`src/rtl/freq_counter_wb.sv`:
```
// Gated frequency counter with a Wishbone slave port.
// Synchronises sig_i, counts its rising edges over a window of GATE_CYCLES
// clocks and latches the total into RESULT for the control unit to poll.
//
// state | meaning
// IDLE  | waiting for an accepted START; RESULT/DONE/OVF hold
// ARM   | one cycle: clear edge count, load gate timer
// GATE  | sampling window; count rises, down-count the gate timer
// LATCH | one cycle: copy count into RESULT, raise DONE
module freq_counter_wb #(
   parameter logic [31:0] GATE_CYCLES = 32'd50_000_000,
   parameter int          SYNC_STAGES = 2,
   parameter logic [31:0] CTRL_ADDR   = 32'h8,
   parameter logic [31:0] RESULT_ADDR = 32'h9
) (
   input  logic        clk_i,
   input  logic        rst_i,
   input  logic [31:0] addr_i,
   input  logic [31:0] dat_i,
   output logic [31:0] dat_o,
   input  logic        we_i,
   input  logic [3:0]  sel_i,
   input  logic        stb_i,
   input  logic        cyc_i,
   output logic        ack_o,
   input  logic        sig_i,
   output logic        busy_o
);

   typedef enum logic [1:0] {
      ST_IDLE  = 2'd0,
      ST_ARM   = 2'd1,
      ST_GATE  = 2'd2,
      ST_LATCH = 2'd3
   } state_t;

   localparam logic [31:0] CNT_MAX = 32'hFFFF_FFFF;

   state_t                 state_q, state_d;
   logic [SYNC_STAGES-1:0] sync_q, sync_d;
   logic                   sig_q, sig_d;
   logic                   sig_s, rise;
   logic [31:0]            count_q, count_d;
   logic [31:0]            timer_q, timer_d;
   logic [31:0]            result_q, result_d;
   logic                   done_q, done_d;
   logic                   ovf_q, ovf_d;
   logic                   hit_ctrl, hit_result;
   logic                   ctrl_wr, clr_req, start_req, start_ok;
   logic                   unused_ok;

   // Bus-side signals with no function in this block
   assign unused_ok = &{1'b0, cyc_i, sel_i[3:1], dat_i[31:8], dat_i[6:1]};

   // Address decode and CTRL write-strobe qualification; CLR beats START
   always_comb begin
      hit_ctrl   = stb_i && (addr_i == CTRL_ADDR);
      hit_result = stb_i && (addr_i == RESULT_ADDR);
      ctrl_wr    = hit_ctrl && we_i && sel_i[0];
      clr_req    = ctrl_wr && dat_i[0];
      start_req  = ctrl_wr && dat_i[7] && !dat_i[0];
      start_ok   = start_req && (state_q == ST_IDLE);
   end

   // Synchroniser shift and rising-edge detect on the synchronised signal
   always_comb begin
      sync_d = {sync_q[SYNC_STAGES-2:0], sig_i};
      sig_s  = sync_q[SYNC_STAGES-1];
      sig_d  = sig_s;
      rise   = sig_s & ~sig_q;
   end

   // FSM state register
   always_ff @(posedge clk_i or posedge rst_i) begin
      if (rst_i) begin
         state_q <= ST_IDLE;
      end else begin
         state_q <= state_d;
      end
   end

   // FSM next-state logic; CLR aborts from any state
   always_comb begin
      state_d = state_q;
      case (state_q)
         ST_IDLE:  if (start_ok) state_d = ST_ARM;
         ST_ARM:   state_d = ST_GATE;
         ST_GATE:  if (timer_q == 32'd0) state_d = ST_LATCH;
         ST_LATCH: state_d = ST_IDLE;
         default:  state_d = ST_IDLE;
      endcase
      if (clr_req) begin
         state_d = ST_IDLE;
      end
   end

   // FSM outputs and combinational read mux
   always_comb begin
      busy_o = (state_q == ST_ARM) || (state_q == ST_GATE);
      ack_o  = hit_ctrl || hit_result;
      dat_o  = 32'd0;
      if (hit_ctrl) begin
         dat_o = {24'd0, 1'b0, done_q, busy_o, ovf_q, 4'd0};
      end else if (hit_result) begin
         dat_o = result_q;
      end
   end

   // Datapath next values: edge count, gate down-timer, result, status flags
   always_comb begin
      count_d  = count_q;
      timer_d  = timer_q;
      result_d = result_q;
      done_d   = done_q;
      ovf_d    = ovf_q;
      case (state_q)
         ST_IDLE: begin
            if (start_ok) begin
               done_d = 1'b0;
               ovf_d  = 1'b0;
            end
         end
         ST_ARM: begin
            count_d = 32'd0;
            timer_d = GATE_CYCLES - 32'd1;
         end
         ST_GATE: begin
            if (rise) begin
               if (count_q != CNT_MAX) begin
                  count_d = count_q + 32'd1;
               end
               if (count_q >= CNT_MAX - 32'd1) begin
                  ovf_d = 1'b1;
               end
            end
            if (timer_q != 32'd0) begin
               timer_d = timer_q - 32'd1;
            end
         end
         ST_LATCH: begin
            result_d = count_q;
            done_d   = 1'b1;
         end
         default: ;
      endcase
      if (clr_req) begin
         count_d  = 32'd0;
         done_d   = 1'b0;
         ovf_d    = 1'b0;
         result_d = result_q;
      end
   end

   // Datapath and synchroniser registers
   always_ff @(posedge clk_i or posedge rst_i) begin
      if (rst_i) begin
         sync_q   <= '0;
         sig_q    <= 1'b0;
         count_q  <= 32'd0;
         timer_q  <= 32'd0;
         result_q <= 32'd0;
         done_q   <= 1'b0;
         ovf_q    <= 1'b0;
      end else begin
         sync_q   <= sync_d;
         sig_q    <= sig_d;
         count_q  <= count_d;
         timer_q  <= timer_d;
         result_q <= result_d;
         done_q   <= done_d;
         ovf_q    <= ovf_d;
      end
   end

endmodule

```
`config.mk`:
```
export PLATFORM = sky130hd
export DESIGN_NAME = freq_counter_wb
export DESIGN_NICKNAME = d
export VERILOG_FILES = /design/src/rtl/freq_counter_wb.sv
export SDC_FILE = /design/constraint.sdc
export NUM_CORES = 1
export LEC_CHECK = 0
export CAP_MARGIN = 20
export CORE_MARGIN = 3
export CORE_UTILIZATION = 56
export DETAILED_ROUTE_END_ITERATION = 10
export PLACE_DENSITY_LB_ADDON = 0.1
export SLEW_MARGIN = 20
export SYNTH_ARGS = -nofsm -noshare
export SYNTH_HDL_FRONTEND = slang
export SYNTH_SLANG_ARGS = --single-unit
```
`constraint.sdc`:
```
create_clock -name clk_i -period 5.8 [get_ports clk_i]
set_input_delay 1.16 -clock clk_i [delete_from_list [all_inputs] [get_ports clk_i]]
set_output_delay 1.16 -clock clk_i [all_outputs]
set_load 0.005 [all_outputs]
```
==> impl_results.md, run 1 <==
* Sw power at about 0.00027 W
* Setup TNS at 0 ps
* Post-synth top flop: dfrtp_1
* CP max FO at 30
* Total GRT Usage at roughly a quarter
* Starting density of the core at between 50 and 60%
* Synth async-reset ratio at 100%
* Crit-path cells: clkdlybuf4s50_1 > nor4_1 > and4_1 > nand2_1 > inv_1 > and3_1 > clkdlybuf4s50_1
* Top cell type's share of synthesized area at around 47%
* Nets@finish at between 600 and 700
* Max Fclk at just over 200 MHz
* Number of antenna diodes at 0
* Post-CTS Setup Inserts at 0
* Clk pin slew, worst setup/hold paths at approximately 100 ps
* Total wire length at about 13 mm
* # rows at 35
* Largest cells by area after synthesis: dfrtp_1, mux2_2, and3_1, nand4_1, nor4_1
* Final Hold Vio Count at 0
* Drt first pass iters at 4
* Mapped Cells at ~550
* Filler instances at around 760
* Clock Power Share at a little over a third
* Final worst clock skew at 12.1 ps
* Mapped cell area at ~0.0055 sq mm
* Clock sinks at 103
* Worst path arrival time at 3800 ps
* Simple-gate share of the synthesized area at roughly a quarter
* Ports at ~110
* #FFs+latches synth at 103
* Placed Cells incl. Taps at roughly 720
* Number of synthesized flops with an enable pin at 0
* Net Count, Synth at 626
* Critical Path Source Type: input pin
* Num CTS Buffers at 9
* Critical Path Sink Type: primary output
* ANT nets after route at 0
* Final instance area at around 0.0064 sq mm
* Root Buffer: clkbuf_8
* Fin Hold WS at about 370 ps
* Worst skew pair latency at about 360 ps
* Die width at roughly 110 microns
* Multi-input combinational cell area at ~0.0027 sq mm
* Syn Area/Cell at ~10 sq um
* Logic gate share of total power at ~4.0%
* Rel. slew slack at 27.8%
* Flop pwr share at 61.2%
* Die height at approximately 110 microns
* Share of layout cells above drive strength 1 at approximately an eighth
* Wire length per cell at about 17 microns
* Core Area at around 0.0094 sq mm
* Largest family of logic cells by synthesized area: simple AND/OR/NAND/NOR gates
* DR vias at about 4600
* WS Path Type: in -> out
* Vias in the first global route at 4533
* # port buffers at 73
* Status: complete, no violations
* Overflow after GRT at 0
* Worst stage delay on the critical path at 610 ps
* Sequential fraction of the synthesis area at ~47%
* Power per cell area at between 150 and 200 mW/mm^2
* Register area at between 0.002 and 0.003 sq mm
* Most frequent cell after synthesis: dfrtp_1
* Worst-margin pin slew at 1080 ps
* Switching Share at a little under a quarter
* Initial antenna violation count at 0
* Slew Limit Fails at 0
* HP Class: reg -> reg
* P&R area growth vs syn at 16.9%
* Final GP Congestion at between 0.8 and 0.9
* Final worst path period share at 85.5%
* Post-DP Area at 0.00627 sq mm
* Post-synth top area cell: dfrtp_1
* Post-route DRC at 0
* Compound-Gate Fraction of Synth Area at 12.3%
* Dpl hpwl at roughly 9 mm
* Pwr Total at 0.00117 W
* Number of max-cap violations at 0
* Leakage power at about 2.9 nW
* Crit path buf inv count at 3
* CTS tree: yes
* DR iter-0 viols at ~230
* CP Data Required Time at roughly 4600 ps
* Synth cell count leaders: dfrtp_1, and3_1, nand2_1
* VDD IR max at roughly 180 uV
* H-tree Lvls at 3
* P_int at 0.000904 W
* Cts repair resizes at 0
* RSZ-0062 raised after global routing: false
* Final setup violation count at 0
* YS warnings at 0
* Fin crit period at just under 5000 ps
* Post-synthesis mux area share at 8.74%
* Post-cts hold buffer count at 0
* Top cell by count, worst path: clkdlybuf4s50_1
* Largest net degree at the start of global routing at 69
* Clk buf depth at 2
* First-pass GRT wire length at between 20 and 25 mm
* Crit-path slowest cell: inv_1
* Adder-cell share of the synthesized area at between 1.5 and 2%
* Post-synthesis cell type count at 58
* Xor/xnor share of the synthesized area at 2.54%
* Vias/cell at 6.22
* Die ar. at approximately 0.011 sq mm
* Non-Filler Instances at roughly 730
* Top Family by Delay on Critical Path: buffers and inverters
-- state kept, by name, summed over array words and instances, names as in the netlist --
name / flops
ovf_q: 1
count_q: 32
timer_q: 32
state_q: 2
sig_q: 1
result_q: 32
done_q: 1
sync_q: 2
-- area by class of cell --
cell class | count | share of cell area (%)
Multi-Input combinational cell | 396 | 42.4
Sequential cell | 103 | 40.0
Timing Repair Buffer | 75 | 11.5
Tap cell | 129 | 2.50
Clock buffer | 9 | 1.92
Inverter | 15 | 0.912
Clock inverter | 7 | 0.835
-- power groups by stage --
stage                     registers [W]  clock network, W   logic, W
after global routing           0.000719          0.000451  0.0000516
after detailed placement       0.000733                 0  0.0000483
final                          0.000719          0.000409  0.0000466
after global placement         0.000733                 0  0.0000470
after floorplan                0.000733                 0  0.0000157
after CTS                      0.000719          0.000425  0.0000485
-- worst register-to-register path, stage by stage, from the launching register on --
cell,delay (ps)
dfrtp_1,430
inv_1,100
ha_1,620
inv_1,250
nand2_1,700
nand2_1,870
a21oi_1,390
-- final timing paths --
path                            cells after the start  slack, ps                       end              startpoint
worst max register to register                      6       2340   count_q[29]$_DFFE_PP0P_  state_q[0]$_DFFE_PP0P_
worst min register to register                      0        370       sync_q[1]$_DFF_PP0_     sync_q[0]$_DFF_PP0_
min in group asynchronous                           2       1300  result_q[27]$_DFFE_PP0P_                   rst_i
max in group asynchronous                           3       3520   count_q[12]$_DFFE_PP0P_                   rst_i
worst max-delay path                                7        840                 dat_o[16]              addr_i[15]
worst min-delay path                                0        370       sync_q[1]$_DFF_PP0_     sync_q[0]$_DFF_PP0_
-- metal layers --
metal  track usage (%)  up-vias  part of all wire (%)  routed length (microns)
met2              42.5       81                    54                     6790
met5                 0        -                     0                        0
met4              4.03        0                  0.33                       41
met3              4.23        4                   2.9                      364
li1                  -     2162                     -                        -
met1              29.1     2315                    43                     5360
-- cells by family after synthesis --
family | Yosys count
muxes | 44
adders and majority gates | 7
AOI/OAI and AO/OA | 96
buffers and inverters | 46
xor gates and xnor gates | 16
and+or+nand+nor | 233
DFF | 103
-- stage by stage --
stage	setup slack [ps]	util, %
after global routing	667	68.5
after CTS	872	68.5
after detailed placement	889	66.6
after floorplan	1940	-
final	840	68.5
after global placement	1020	66.6
-- cell usage in the layout, fill, tap and decap left out, types with 3 or more instances in the layout --
| cell type | count |
|---|---|
| nor2b_1 | 3 |
| and3_1 | 35 |
| or3_1 | 11 |
| clkdlybuf4s50_1 | 72 |
| or2_2 | 3 |
| clkbuf_8 | 9 |
| nor2_1 | 33 |
| nand4_1 | 22 |
| xor2_1 | 8 |
| xnor2_1 | 8 |
| a211oi_1 | 8 |
| nand2_1 | 35 |
| mux2_2 | 33 |
| a31oi_1 | 6 |
| nor4_1 | 22 |
| o311ai_0 | 3 |
| mux2i_1 | 11 |
| or4_1 | 18 |
| inv_6 | 3 |
| o41ai_1 | 4 |
| and4_1 | 5 |
| dfrtp_1 | 103 |
| o21ai_0 | 18 |
| nand3_1 | 19 |
| inv_1 | 14 |
| a21oi_1 | 24 |
| o31ai_1 | 13 |
| nand3b_1 | 6 |
| o211ai_1 | 6 |
| ha_1 | 7 |
| nor3_1 | 7 |
Power figures use the tool's default switching activity.
==> inputs of run 2 (changes only) <==
Settings changed: CORE_UTILIZATION 56 to 52, CTS_CLUSTER_DIAMETER from default to 150.
Clock period 5.8 ns to 5.16 ns, I/O delays scaled along.
==> impl_results.md, run 2 (synthesis gave the netlist of run 1 again) <==
* Die ar. at approximately 0.012 sq mm
* Non-Filler Instances at 740
* Top cell by count, worst path: clkdlybuf4s50_1
* Slew Limit Fails at 0
* Number of max-cap violations at 0
* ANT nets after route at 0
* # rows at 36
* RSZ-0062 raised after global routing: false
* # port buffers at 73
* Post-route DRC at 0
* Met3 Usage GRT at between 3 and 4%
* P&R area growth vs syn at 17.7%
* Largest regs: count_q: 32 flops, result_q: 32 flops, timer_q: 32 flops
* GR Util met2 at between 30% and 40%
* Final worst path period share at 84.8%
* Met1 usage at 30.5%
* CP max FO at 30
* Reg-to-Reg Start: state_q[0]$_DFFE_PP0P_
* Final Hold Vio Count at 0
* Leakage power at 2.94 nW
* Most frequent cells in the layout: dfrtp_1, clkdlybuf4s50_1, nand2_1, and3_1
* Top Usage Layer GRT: met2
* Clk buf depth at 2
* Fin Hold WS at 377 ps
* Total GRT Usage at a little over a fifth
* Largest net degree at the start of global routing at about 80
* Vias/cell at around 6.1
* Share of layout cells above drive strength 1 at a little under an eighth
* Number of antenna diodes at 0
* Root Buffer: clkbuf_8
* First-pass GRT wire length at between 20 and 25 mm
* Hold Startpoint: sync_q[0]$_DFF_PP0_
* Crit-path cells: clkdlybuf4s50_1 > nor4bb_1 > and4_1 > nand2_1 > inv_1 > buf_4 > and3_1 > clkdlybuf4s50_1
* Final worst clock skew at around 14 ps
* Status: complete, no violations
* Num CTS Buffers at 9
* Drt first pass iters at 5
* Dpl ws at a little under 800 ps
* Setup TNS at 0 ps
* Post-cts hold buffer count at 0
* Wire length per cell at between 15 and 20 microns
* Power per cell area at about 210 mW/mm^2
* Fin crit period at 4380 ps
* Starting density of the core at a little over half
* Dpl hpwl at ~8.4 mm
* CP Data Required Time at about 4100 ps
* Worst stage delay on the critical path at 510 ps
* Final setup violation count at 0
* Placed Cells incl. Taps at approximately 720
* Initial antenna violation count at 0
* Final GP Congestion at ~0.8
* Worst path arrival time at approximately 3400 ps
* Filler instances at 844
* Most common cell after layout, fill and taps aside: dfrtp_1
* WS Path Type: in -> out
* VDD IR max at roughly 140 uV
* Crit path buf inv count at 4
* Worst skew pair latency at between 300 and 400 ps
* Crit-path slowest cell: clkdlybuf4s50_1
* Overflow after GRT at 0
* Rel. slew slack at between 30% and 40%
* CTS tree: yes
* Critical Path Source Type: input pin
* Post-CTS Setup Inserts at 0
* Clk pin slew, worst setup/hold paths at roughly 90 ps
* DR vias at about 4500
* Max Fclk at between 200 and 250 MHz
* Critical Path Sink Type: primary output
* Core Area at around 0.01 sq mm
* Die height at ~110 microns
* Ports at 108
* Cts repair resizes at 0
* Die width at 109 microns
* Worst-margin pin slew at 1030 ps
* Nets@finish at between 600 and 700
* Top Family by Delay on Critical Path: buffers and inverters
* H-tree Lvls at 3
* Total wire length at between 10 and 15 mm
* Final worst slack at ~800 ps
* DR iter-0 viols at 221
* Worst Setup SP: addr_i[3]
* Vias in the first global route at roughly 4300
* Clock sinks at 103
* HP Class: reg -> reg
[run 2: through the flow]
step	total power, W	area (sq um)	utilization (%)
floorplan	0.000842	5510	-
global placement	0.000878	6290	62.7
detailed placement	0.000879	6290	62.7
CTS	0.00139	6490	64.6
global route	0.00143	6490	64.6
finish	0.00138	6490	64.6
[run 2: routing by layer]
| layer | part of all wire, % | wire [microns] | vias up |
|---|---|---|---|
| met2 | 45 | 5600 | 114 |
| met1 | 48 | 5930 | 2240 |
| met3 | 5.6 | 697 | 12 |
| li1 | - | - | 2172 |
| met4 | 1.4 | 170 | 0 |
| met5 | 0 | 0 | - |
[run 2: cell type report]
cell class              count  area [sq um]  share of cell area, %
inverters                  15          61.3                  0.945
multi-input cells         396          2730                   42.1
repair buffers             77           756                   11.6
clock inverters             4          52.6                  0.810
clock buffers              12           145                   2.24
flip-flops and latches    103          2580                   39.7
well taps                 133           166                   2.56
[run 2: final timing paths]
path | to | slack, ps | depth (start not counted)
setup / recovery | dat_o[3] | 780 | 8
hold / removal | sync_q[1]$_DFF_PP0_ | 380 | 0
setup reg to reg | count_q[23]$_DFFE_PP0P_ | 2060 | 7
hold reg to reg | sync_q[1]$_DFF_PP0_ | 380 | 0
max in group asynchronous | count_q[0]$_DFFE_PP0P_ | 3160 | 3
min in group asynchronous | timer_q[9]$_DFFE_PP0P_ | 1150 | 2
[run 2: where the power goes]
| part | internal [W] | switching [W] |
|---|---|---|
| Sequential | 0.000808 | 0.000000525 |
| Combinational | 0.0000281 | 0.0000252 |
| Clock | 0.000240 | 0.000274 |
==> inputs of run 3 (changes only) <==
Settings changed: CORE_UTILIZATION 52 to 47.
Clock period 5.16 ns to 4.01 ns, I/O delays scaled along.
==> impl_results.md, run 3 (synthesis gave the netlist of run 1 again) <==
* Leakage power at 3.01 nW
* CP max FO at 22
* Root Buffer: clkbuf_16
* Number of max-cap violations at 0
* Post-CTS Setup Inserts at 0
* Core Area at between 0.01 and 0.015 sq mm
* Worst path arrival time at 3030 ps
* Total GRT Usage at between 20% and 30%
* Die width at 114 microns
* Top Family by Delay on Critical Path: buffers and inverters
* Ports at between 100 and 150
* Num CTS Buffers at 9
* First-pass GRT wire length at about 22 mm
* Dpl hpwl at 8.78 mm
* Critical Path Sink Type: primary output
* Worst-margin pin slew at 822 ps
* Worst Reg-to-Reg Cells at 6
* Setup TNS at 0 ps
* Critical Path Source Type: input pin
* Final worst path period share at 95.6%
* WS Path Type: in -> out
* Power per cell area at just under 300 mW/mm^2
* Largest net degree at the start of global routing at between 50 and 60
* Fin crit period at roughly 3800 ps
* Worst Setup SP: addr_i[7]
* H-tree Lvls at 3
* Final GP Congestion at ~0.8
* Most common cell after layout, fill and taps aside: dfrtp_1
* Status: complete, no violations
* Worst stage delay on the critical path at about 500 ps
* Worst skew pair latency at approximately 350 ps
* Post-route DRC at 0
* Fin Hold WS at 356 ps
* Largest regs: count_q: 32 flops, result_q: 32 flops, timer_q: 32 flops
* Critical path endpoint: dat_o[21]
* Share of layout cells above drive strength 1 at a little over an eighth
* # port buffers at 73
* Highest Signal Layer: met4
* Metal2 WL at slightly above 6 mm
* Max Fclk at about 260 MHz
* Die height at 114 microns
* Die ar. at 0.0131 sq mm
* VDD IR max at around 300 uV
* Crit path buf inv count at 4
* ANT nets after route at 0
* Post-DP Area at between 0.006 and 0.007 sq mm
* Clk pin slew, worst setup/hold paths at about 70 ps
* Pwr Total at 0.00198 W
* Crit-path cells: clkdlybuf4s50_1 > nor4_2 > and4_1 > nand2_1 > inv_1 > buf_4 > and3_1 > clkdlybuf4s50_1
* # rows at 38
* RSZ-0062 raised after global routing: false
* Metal3 WL at between 700 and 800 microns
* Final instance area at 0.00669 sq mm
* Reg2reg end: count_q[13]$_DFFE_PP0P_
* Initial antenna violation count at 0
* Vias/cell at ~6
* Nets@finish at ~700
* Number of antenna diodes at 0
* P&R area growth vs syn at 21.3%
* Final worst clock skew at 6.99 ps
* HP Class: reg -> reg
* Final setup violation count at 0
* Drt first pass iters at 4
* Top cell by count, worst path: clkdlybuf4s50_1
* CP Data Required Time at 3210 ps
* Rel. slew slack at 45.2%
* Crit-path slowest cell: clkdlybuf4s50_1
* Wire length per cell at approximately 17 microns
* CTS tree: yes
* Most frequent cells in the layout: dfrtp_1, clkdlybuf4s50_1, nand2_1, and3_1
* Final Hold Vio Count at 0
* DR iter-0 viols at around 270
* Util after Layout at roughly three fifths
* DR vias at between 4000 and 5000
* Clk buf depth at 2
* Critical path depth at 8
* Clock sinks at 103
* M1 wire length at between 6 and 7 mm
* Vias in the first global route at between 4000 and 5000
* Starting density of the core at 49.6%
* FF-to-FF setup slack at between 1000 and 1500 ps
* Overflow after GRT at 0
* Total wire length at about 13 mm
* Reg-to-Reg Start: count_q[1]$_DFFE_PP0P_
* Slew Limit Fails at 0
-- run 3: cell types whose count changed in the layout (fill, tap and decap cells not counted), moves of 2 or more --
cell | previous run | this run
inv_6 | 2 | 0
clkbuf_16 | 0 | 9
clkbuf_8 | 10 | 0
nor4_1 | 22 | 16
buf_4 | 4 | 8
nor4_2 | 1 | 7
clkinv_2 | 1 | 3
-- run 3: repair_timing --
action	in CTS	in global routing
endpoints found under the hold margin	0	0
setup endpoints to repair	0	21
hold buffers	0	0
gates resized for setup	0	7
-- run 3: cell type report --
type	instances	area (sq um)
Sequential cell	103	2580
Tap cell	140	175
Clock inverter	6	61.3
Timing Repair Buffer	82	811
Fill cell	958	4440
Clock buffer	10	229
Inverter	15	58.8
Multi-Input combinational cell	396	2770
-- run 3: worst min-delay path by stage --
stage | to | slack, ps | cells after the start | startpoint
2_1_floorplan | sync_q[1]$_DFF_PP0_ | 330 | 0 | sync_q[0]$_DFF_PP0_
3_3_place_gp | sync_q[1]$_DFF_PP0_ | 340 | 0 | sync_q[0]$_DFF_PP0_
3_5_place_dp | sync_q[1]$_DFF_PP0_ | 350 | 0 | sync_q[0]$_DFF_PP0_
4_1_cts | sync_q[1]$_DFF_PP0_ | 360 | 0 | sync_q[0]$_DFF_PP0_
5_1_grt | sync_q[1]$_DFF_PP0_ | 370 | 0 | sync_q[0]$_DFF_PP0_
6_report | sync_q[1]$_DFF_PP0_ | 360 | 0 | sync_q[0]$_DFF_PP0_
-- run 3: layer usage --
layer | vias to the layer above | GRT usage [%]
met2 | 111 | 34.1
met3 | 9 | 5.44
li1 | 2185 | -
met5 | - | 0
met1 | 2226 | 28.2
met4 | 0 | 4.51
-- run 3: through the flow --
step / cells / setup WS [ps]
finish: 752 / 178
global route: 752 / 0.901
CTS: 752 / 123
detailed placement: 736 / 134
global placement: 736 / 177
floorplan: 545 / 504
-- run 3: report_power, final --
group / switching, W / leakage [nW] / internal, W
Sequential: 0.000000635 / 1.42 / 0.00104
Combinational: 0.0000354 / 1.45 / 0.0000398
Clock: 0.000386 / 0.142 / 0.000482
Total: 0.000422 / 3.01 / 0.00156
